**config.mk**
```make
export PLATFORM = sky130hd
export DESIGN_NAME = bullet_flight
export DESIGN_NICKNAME = d
export VERILOG_FILES = /design/src/rtl/bullet_flight.sv
export SDC_FILE = /design/constraint.sdc
export NUM_CORES = 1
export LEC_CHECK = 0
export BUFFER_PORTS_ARGS = -buffer_cell sky130_fd_sc_hd__buf_2
export CAP_MARGIN = 20
export CORE_UTILIZATION = 45
export DETAILED_ROUTE_END_ITERATION = 10
export GPL_ROUTABILITY_DRIVEN = 0
export PLACE_DENSITY = 0.65
export REMOVE_ABC_BUFFERS = 1
export SLEW_MARGIN = 20
export SYNTH_ARGS = -nofsm -noshare
export SYNTH_HDL_FRONTEND = slang
export SYNTH_SLANG_ARGS = --single-unit
export TNS_END_PERCENT = 1
```
**constraint.sdc**
```tcl
create_clock -name frame_clk -period 12.2 [get_ports frame_clk]
set_clock_uncertainty 0.15 [all_clocks]
set_input_delay 1.22 -clock frame_clk [delete_from_list [all_inputs] [get_ports frame_clk]]
set_output_delay 1.22 -clock frame_clk [all_outputs]
set_load 0.05 [all_outputs]
```
**src/rtl/bullet_flight.sv**
```systemverilog
// bullet_flight: projectile sequencer for a tank shot, advanced once per video frame.
// Position is evaluated from latched launch operands and the externally supplied flight time.
module bullet_flight #(
    parameter int SCREEN_W = 640,
    parameter int GROUND_Y = 400,
    parameter int GRAV     = 1,
    parameter int COOLDOWN = 30
) (
    input  logic        frame_clk,
    input  logic        Reset,
    input  logic        fire_req,
    output logic        fire_ack,
    input  logic [9:0]  tank_x,
    input  logic [9:0]  tank_y,
    input  logic        dir_left,
    input  logic [3:0]  vx,
    input  logic [3:0]  vy,
    input  logic [63:0] time_in,
    output logic        drawbullflag,
    output logic        xbound,
    output logic [9:0]  bullet_x,
    output logic [9:0]  bullet_y,
    output logic        landed,
    output logic        busy
);
    localparam int W  = 24;
    localparam int CW = (COOLDOWN > 1) ? $clog2(COOLDOWN) : 1;

    localparam logic signed [W-1:0] SCR_W  = W'(SCREEN_W);
    localparam logic signed [W-1:0] GND_Y  = W'(GROUND_Y);
    localparam logic signed [W-1:0] Y_SAT  = W'(1023);
    localparam logic        [W-1:0] GRAV_W = W'(GRAV);
    localparam logic [9:0]          X_MAX  = 10'(SCREEN_W - 1);
    localparam logic [9:0]          Y_GND  = 10'(GROUND_Y);
    localparam logic [CW-1:0]       CNT_LAST = CW'(COOLDOWN - 1);

    typedef enum logic [1:0] {IDLE, FLIGHT, BOUNCED, COOL} state_t;

    typedef struct packed {
        logic [9:0] x0;
        logic [9:0] y0;
        logic       dir;
        logic [3:0] sx;
        logic [3:0] sy;
    } launch_t;

    state_t  state, state_nxt;
    launch_t op;
    logic [CW-1:0] cnt;

    logic [7:0]          t;
    logic [W-1:0]        t_w, sxt_u, syt_u, grav_u;
    logic signed [W-1:0] x0_s, y0_s, xr, yr;
    logic                wall_lo, wall_hi, wall, ground, timeout, in_air;
    logic                launch, bounce, finish;
    logic [9:0]          x_clamp, y_clamp;
    logic                unused_time;

    assign unused_time = ^time_in[63:8];

    // All terms are widened before multiplying so no product wraps.
    assign t      = time_in[7:0];
    assign t_w    = W'(t);
    assign sxt_u  = W'(op.sx) * t_w;
    assign syt_u  = W'(op.sy) * t_w;
    assign grav_u = (GRAV_W * t_w * t_w) >> 1;
    assign x0_s   = $signed(W'(op.x0));
    assign y0_s   = $signed(W'(op.y0));
    assign xr     = op.dir ? (x0_s - $signed(sxt_u)) : (x0_s + $signed(sxt_u));
    assign yr     = y0_s - $signed(syt_u) + $signed(grav_u);

    assign wall_lo = xr[W-1];
    assign wall_hi = (xr >= SCR_W);
    assign wall    = wall_lo || wall_hi;
    assign ground  = (yr >= GND_Y);
    assign timeout = (t == 8'hFF);

    assign in_air       = (state == FLIGHT) || (state == BOUNCED);
    assign drawbullflag = in_air;
    assign busy         = (state != IDLE);

    always_comb begin
        x_clamp = xr[9:0];
        if (wall_lo)      x_clamp = '0;
        else if (wall_hi) x_clamp = X_MAX;
        y_clamp = yr[9:0];
        if (yr[W-1])        y_clamp = '0;
        else if (yr > Y_SAT) y_clamp = '1;
    end

    always_ff @(posedge frame_clk or negedge Reset) begin
        if (!Reset) state <= IDLE;
        else        state <= state_nxt;
    end

    // Ground outranks everything, then timeout, then the wall; one bounce per flight.
    always_comb begin
        state_nxt = state;
        launch    = 1'b0;
        bounce    = 1'b0;
        finish    = 1'b0;
        unique case (state)
            IDLE: begin
                if (fire_req) begin
                    launch    = 1'b1;
                    state_nxt = FLIGHT;
                end
            end
            FLIGHT, BOUNCED: begin
                if (ground || timeout) begin
                    finish = 1'b1;
                end else if (wall) begin
                    if (state == FLIGHT) begin
                        bounce    = 1'b1;
                        state_nxt = BOUNCED;
                    end else begin
                        finish = 1'b1;
                    end
                end
            end
            COOL: begin
                if (cnt == CNT_LAST) state_nxt = IDLE;
            end
            default: state_nxt = IDLE;
        endcase
        if (finish) state_nxt = COOL;
    end

    always_ff @(posedge frame_clk or negedge Reset) begin
        if (!Reset) begin
            op       <= '0;
            cnt      <= '0;
            fire_ack <= 1'b0;
            landed   <= 1'b0;
            xbound   <= 1'b0;
            bullet_x <= '0;
            bullet_y <= '0;
        end else begin
            fire_ack <= launch;
            landed   <= finish;

            if (launch) op <= {tank_x, tank_y, dir_left, vx, vy};
            if (bounce) begin
                op.x0  <= wall_lo ? 10'd0 : X_MAX;
                op.dir <= ~op.dir;
            end

            if (bounce)      xbound <= 1'b1;
            else if (finish) xbound <= 1'b0;

            if (in_air) begin
                bullet_x <= x_clamp;
                bullet_y <= ground ? Y_GND : y_clamp;
            end

            if (state == COOL && state_nxt == COOL) cnt <= cnt + 1'b1;
            else                                    cnt <= '0;
        end
    end
endmodule

```
==> impl_metrics.tcl, run 1 <==
set metrics [dict create \
    critPathMostFrequentCell "o21ai_0" \
    clock_sinks 59 \
    period_minus_slack_ps 8580 \
    outcome "finished clean" \
    path_max_fanout 16 \
    fin_setup_tns_ps 0 \
    viasPerCell 5.44 \
    cp_data_arrival_time_ps 8670 \
    die_area_sq_um 19500 \
    synth_flop_cell "dfrtp_1" \
    ctsResizeCount 0 \
    avgSynthCellArea_sq_um 8.78 \
    die_x_um 140 \
    design.core.area_sq_um 18300 \
    ant_nets 0 \
    drt_iter0_drc 239 \
    io_buffers 64 \
    netlist_instances 972 \
    worst_ep_required_time_ps 12280 \
    synth_enable_flop_cells 0 \
    layout-drive-gt1-share_pct 14.2 \
    dr.pass1.iters 8 \
    antenna_found_initial 0 \
    yosysWarnings 0 \
    synth_area_leaders "dfrtp_1 17%, ha_1 17%, fa_1 14%" \
    worstSkewPairLatency_ps 360 \
    yosysMostFrequentCell "inv_1" \
    clockBufferDepth 2 \
    hp-class "flop to flop" \
    syn_area_sq_um 8530 \
    grt_overflow_total 0 \
    synth_top_area_share_pct 17.3 \
    dp_hpwl_um 14700 \
    vias 6847 \
    yosys-top-cells-count "154 x inv_1, 113 x ha_1, 85 x nand2_1" \
    initial_core_util_pct 46.7 \
    avgRoutedWirePerCell_um 14.9 \
    h-tree-depth 3 \
    critPathBufInv 4 \
    critPathTopFamily "compound AO/OA/AOI/OAI gates" \
    rsz0062_at_grt "false" \
    dp.cells 1242 \
    post_cts_buffers 0 \
    synthDistinctLibCells 92 \
    tightest_slew_ps 1030 \
    routed_wl_um 18800 \
    remaining_drc_errors 0 \
    ys_ff_latch 59 \
    cts_tree "yes" \
    worst_setup_path_start_kind "input port" \
    cp_slowest_cell "nor4_4" \
    cts_root_buf "clkbuf_16" \
    maxSlewViolCount 0 \
    end_kind "flop" \
    cp_slowest_stage_delay_ps 900 \
    async_flop_share_pct 100 \
    rows 49 \
    io_pins 121 \
    drv_cap 0 \
    diodes 0 \
    path_clk_slew_ps 70 \
    grt_pass1_wl_um 31500 \
    max_freq_ghz 0.117 \
    finalSetupViolations 0 \
    grt_pass1_vias 6480 \
    cts_buffers 9 \
    final_cell_count_no_fill 1258 \
    grt_max_degree 60 \
    cts_hold_buf 0 \
    hold_violations 0 \
    crit_type "input port to flop" \
    fp.dieH_um 140 \
    nNetsFinal 1293 \
    area_growth_syn_to_layout_pct 8.83 \
    ys_seq_area_share_pct 17.3 \
    min_period_over_period_pct 70.3 \
    grt_usage_pct 20.1 \
    yosysTopAreaCell "dfrtp_1" \
    relSlewSlack_pct 31.0 \
]
-- metal layers --
metal / part of all wire, % / up-vias / track usage, %
li1: - / 3378 / -
met1: 48 / 3326 / 27.1
met2: 48 / 131 / 33.9
met3: 3.3 / 12 / 3.10
met4: 0.98 / 0 / 4.51
met5: 0 / - / 0
-- final timing paths --
check	start	to	slack (ps)	depth (start not counted)
setup / recovery	time_in[4]	op[22]	3620	29
hold / removal	bullet_y[4]	bullet_y[4]	330	1
setup reg to reg	op[3]	op[22]	4530	24
hold reg to reg	bullet_y[4]	bullet_y[4]	330	1
max in group asynchronous	Reset	op[26]	10510	2
min in group asynchronous	Reset	cnt[2]	870	2
-- layout make-up --
type	instances	area [sq um]
inverter	154	578
tap	229	287
clock buffer	10	239
fill	1744	8980
timing repair buffer	67	343
multi-input combinational	733	6320
clock inverter	6	47.5
sequential	59	1480
-- flip-flops by register name, summed over array words and instances (netlist names) --
register / cells
bullet_x: 10
bullet_y: 10
cnt: 5
fire_ack: 1
landed: 1
op: 29
state: 2
xbound: 1
-- metrics by stage --
step	utilization [%]	hold slack, ps	setup WS [ps]	cell area, sq um
final	50.8	327	3620	9290
after global routing	50.8	355	3040	9290
after CTS	50.8	330	3630	9290
after detailed placement	49.3	315	3330	9000
after global placement	49.3	309	3390	9000
after floorplan	-	373	4920	8370
-- kinds of logic after synthesis --
family / share of synthesized area [%]
AOI/OAI and AO/OA: 19.4
xor gates and xnor gates: 5.44
adders and majority gates: 30.6
buffers and inverters: 8.68
DFF: 17.3
muxes: 2.46
and+or+nand+nor: 16.1
-- cell usage in the layout, fill, tap and decap left out, drive strengths merged, types with 35 or more instances in the layout --
cell,count
inv,156
nand2,85
a21oi,51
dfrtp,59
and2,59
nor2,51
buf,67
ha,113
fa,60
o21ai,46
xnor2,35
-- worst reg2reg max path, cell delays in order (launching register included) --
cell	delay (ps)
dfrtp_1	520
nand2_1	140
fa_1	540
inv_1	40
ha_1	300
fa_1	500
inv_1	50
ha_1	330
a21boi_0	160
o21ai_0	220
a21boi_0	150
o21ai_0	300
a21oi_1	140
o21ai_0	220
or4b_2	590
o311ai_0	140
ha_1	370
o211ai_1	250
a21oi_1	90
nor4_1	320
o2111a_1	280
a41oi_2	330
nor4_4	910
nand2b_2	330
o21a_1	190
Power of run 1 is not shown: default switching activity piles up to over one toggle a cycle in this logic, so the estimate is an artifact.
==> run 2: changes to the inputs <==
Clock period 12.2 ns to 8.65 ns, I/O delays scaled along.
==> impl_metrics.tcl, run 2 (same netlist as run 1, synthesis figures left out) <==
set metrics [dict create \
    antenna_found_initial 0 \
    largest_registers "op: 29 flops, bullet_x: 10 flops, bullet_y: 10 flops" \
    min_period_over_period_pct 90.1 \
    worst_setup_path_start_kind "input port" \
    critPathBufInv 5 \
    diodes 0 \
    die_x_um 140 \
    cp_data_arrival_time_ps 7880 \
    path_max_fanout 16 \
    grt_pass1_vias 6539 \
    cts_root_buf "clkbuf_16" \
    grt_overflow_total 0 \
    routed_wl_um 18800 \
    h-tree-depth 3 \
    post_cts_buffers 0 \
    maxSlewViolCount 0 \
    grt_usage_pct 20.0 \
    io_pins 121 \
    nNetsFinal 1295 \
    critPathTopFamily "compound AO/OA/AOI/OAI gates" \
    cp_slowest_stage_delay_ps 520 \
    remaining_drc_errors 0 \
    hp-class "flop to flop" \
    io_buffers 64 \
    drv_cap 0 \
    grt_max_degree 60 \
    fillers 1750 \
    rsz0062_at_grt "false" \
    clock_sinks 59 \
    hold_violations 0 \
    viasPerCell 5.38 \
    outcome "finished clean" \
    largest_register "op" \
    crit_type "input port to flop" \
    final_cell_count_no_fill 1260 \
    ant_nets 0 \
    ctsResizeCount 0 \
    path_clk_slew_ps 60 \
    max_freq_ghz 0.128 \
    rows 49 \
    period_minus_slack_ps 7800 \
    clockBufferDepth 2 \
    worst_ep_required_time_ps 8730 \
    area_growth_syn_to_layout_pct 8.97 \
    fp.dieH_um 140 \
    initial_core_util_pct 46.7 \
    dp.cells 1244 \
    finalSetupViolations 0 \
    critPathMostFrequentCell "o21ai_0" \
    cts_buffers 9 \
    cts_hold_buf 0 \
    die_area_sq_um 19500 \
    design.core.area_sq_um 18300 \
    cts_tree "yes" \
    grt_pass1_wl_um 31100 \
    drt_iter0_drc 178 \
    layout-drive-gt1-share_pct 14.4 \
    fin_setup_tns_ps 0 \
    dr.pass1.iters 5 \
    dp_hpwl_um 14900 \
    vias 6782 \
    final_cell_mix "154 x inv_1, 113 x ha_1, 85 x nand2_1, 64 x buf_2, 60 x fa_1" \
    largest_reg_flops 29 \
    relSlewSlack_pct 29.2 \
    tightest_slew_ps 1060 \
    avgRoutedWirePerCell_um 14.9 \
    cp_slowest_cell "fa_1" \
    layout_commonest_cell "inv_1" \
    end_kind "flop" \
    worstSkewPairLatency_ps 350 \
]
==> run 2: cell count changes in the layout (fill, tap and decap cells not counted) <==
cell,change
buf_4,+2
inv_6,+1
clkinv_4,-1
inv_8,+1
clkbuf_8,-1
==> run 2: final cells by class <==
type,count,area [sq um],area share [%]
sequential,59,1480,15.9
tap,229,287,3.08
timing repair buffer,69,358,3.85
multi-input combinational,733,6320,67.9
clock buffer,9,225,2.42
clock inverter,7,58.8,0.632
inverter,154,578,6.22
==> run 2: stage by stage <==
stage                     utilization [%]  instance area (sq um)  hold slack [ps]  worst slack (ps)
after global routing                 50.9                   9300              356               274
after detailed placement             49.3                   9010              315               577
after global placement               49.3                   9010              309               665
after CTS                            50.9                   9300              330               870
after floorplan                         -                   8370              373              1730
final                                50.9                   9300              329               852
==> run 2: worst paths after layout <==
check,cells past startpoint,slack [ps],to,from
setup / recovery,30,850,op[23],time_in[4]
hold / removal,1,330,bullet_y[4],bullet_y[4]
setup reg to reg,25,1440,op[23],op[3]
hold reg to reg,1,330,bullet_y[4],bullet_y[4]
max in group asynchronous,2,7310,bullet_x[7],Reset
min in group asynchronous,2,530,cnt[3],Reset
==> run 2: layer usage <==
layer / GRT usage (%) / vias to the layer above / wire length [um]
met1: 26.4 / 3293 / 9230
met4: 5.84 / 0 / 265
met2: 34.1 / 90 / 8890
li1: - / 3382 / -
met3: 2.41 / 17 / 406
met5: 0 / - / 0
Power of run 2 is left out for the same reason.
==> run 3: changes to the inputs <==
Clock period 8.65 ns to 7.7 ns, I/O delays scaled along.
==> impl_metrics.tcl, run 3 (same netlist as run 1, synthesis figures left out) <==
set metrics [dict create \
    cts_root_buf "clkbuf_16" \
    grt_usage_pct 20.4 \
    grt_pass1_vias 6656 \
    min_to "bullet_y[4]" \
    largest_registers "op: 29 flops, bullet_x: 10 flops, bullet_y: 10 flops" \
    rsz0062_at_grt "false" \
    maxSlewViolCount 0 \
    avgRoutedWirePerCell_um 14.6 \
    path_clk_slew_ps 60 \
    dp_worst_setup_slack_ps 109 \
    die_x_um 140 \
    cp_data_arrival_time_ps 7220 \
    fin_setup_tns_ps 0 \
    dp_hpwl_um 15200 \
    ff2ff_path_depth 26 \
    diodes 0 \
    fillers 1739 \
    outcome "finished clean" \
    final_cell_mix "154 x inv_1, 113 x ha_1, 85 x nand2_1, 64 x buf_2, 60 x fa_1" \
    worst_setup_path_start_kind "input port" \
    area_growth_syn_to_layout_pct 11.6 \
    routed_wl_um 18800 \
    cts_tree "yes" \
    r2r_slack_ps 720 \
    tightest_slew_ps 1040 \
    cp_slowest_cell "fa_1" \
    cts_buffers 9 \
    path_max_fanout 11 \
    nNetsFinal 1324 \
    final_core_util_pct 52.1 \
    h-tree-depth 3 \
    grt_pass1_wl_um 31900 \
    cp_slowest_stage_delay_ps 530 \
    crit_type "input port to flop" \
    fp.dieH_um 140 \
    viasPerCell 5.30 \
    min_period_over_period_pct 92.8 \
    dr.pass1.iters 8 \
    worst_ep_required_time_ps 7780 \
    io_pins 121 \
    layout_commonest_cell "inv_1" \
    hp-class "flop to flop" \
    relSlewSlack_pct 30.3 \
    layout-drive-gt1-share_pct 16.7 \
    vias 6826 \
    max_freq_ghz 0.140 \
    clock_sinks 59 \
    hold_violations 0 \
    io_buffers 64 \
    ant_nets 0 \
    finalSetupViolations 0 \
    largest_register "op" \
    clockBufferDepth 2 \
    largest_reg_flops 29 \
    timing.rr.end "cnt[2]" \
    fin_ws_ps 555 \
    initial_core_util_pct 46.7 \
    grt_max_degree 60 \
    grt_overflow_total 0 \
    antenna_found_initial 0 \
    remaining_drc_errors 0 \
    worstHoldPathCells 1 \
    post_cts_buffers 0 \
    end_kind "flop" \
    worstSkewPairLatency_ps 350 \
    design.core.area_sq_um 18300 \
    drv_cap 0 \
    rows 49 \
    whs_ps 332 \
    timing.rr.start "op[3]" \
    period_minus_slack_ps 7150 \
    drt_iter0_drc 216 \
    min_from "bullet_y[4]" \
    die_area_sq_um 19500 \
]
## run 3: cell types whose count changed in the layout (fill, tap and decap cells not counted), sizes merged
cell / change
buf: +29
clkbuf: +1
inv: -1
## run 3: worst max path at each step
stage,start,end,slack [ps],depth (start not counted)
finish,time_in[0],cnt[2],550,31
global route,time_in[0],cnt[1],60,31
CTS,time_in[0],cnt[0],440,31
detailed placement,time_in[0],cnt[2],110,31
global placement,time_in[4],cnt[3],190,29
floorplan,time_in[4],op[19],870,26
## run 3: area by class of cell
type | instances | area, sq um | share of cell area [%]
clock buffer | 10 | 239 | 2.51
clock inverter | 6 | 47.5 | 0.499
tap | 229 | 287 | 3.01
inverter | 154 | 578 | 6.07
timing repair buffer | 98 | 576 | 6.05
multi-input combinational | 733 | 6320 | 66.4
sequential | 59 | 1480 | 15.5
## run 3: timing repair
action / CTS / global route
setup endpoints to repair: 0 / 14
hold buffers: 0 / 0
resized for setup: 0 / 2
## run 3: worst max-delay path: cells and delay by family
family / cells / cell delay [ps]
buf+inv: 6 / 780
fa+ha+maj: 6 / 2200
xor+xnor: 1 / 140
simple gates: 3 / 450
compound gates: 15 / 2860
## run 3: through the flow
stage               std cells  area [sq um]
global route             1289          9520
detailed placement       1273          9230
floorplan                 946          8370
CTS                      1289          9520
finish                   1289          9520
global placement         1273          9230
## run 3: layer usage
metal / up-vias / routed length, um / track usage (%)
met5: - / 0 / 0
met4: 0 / 179 / 4.57
met3: 14 / 565 / 2.72
met2: 90 / 9110 / 35.2
met1: 3277 / 8910 / 27.0
li1: 3445 / - / -
Power of run 3 is left out for the same reason.
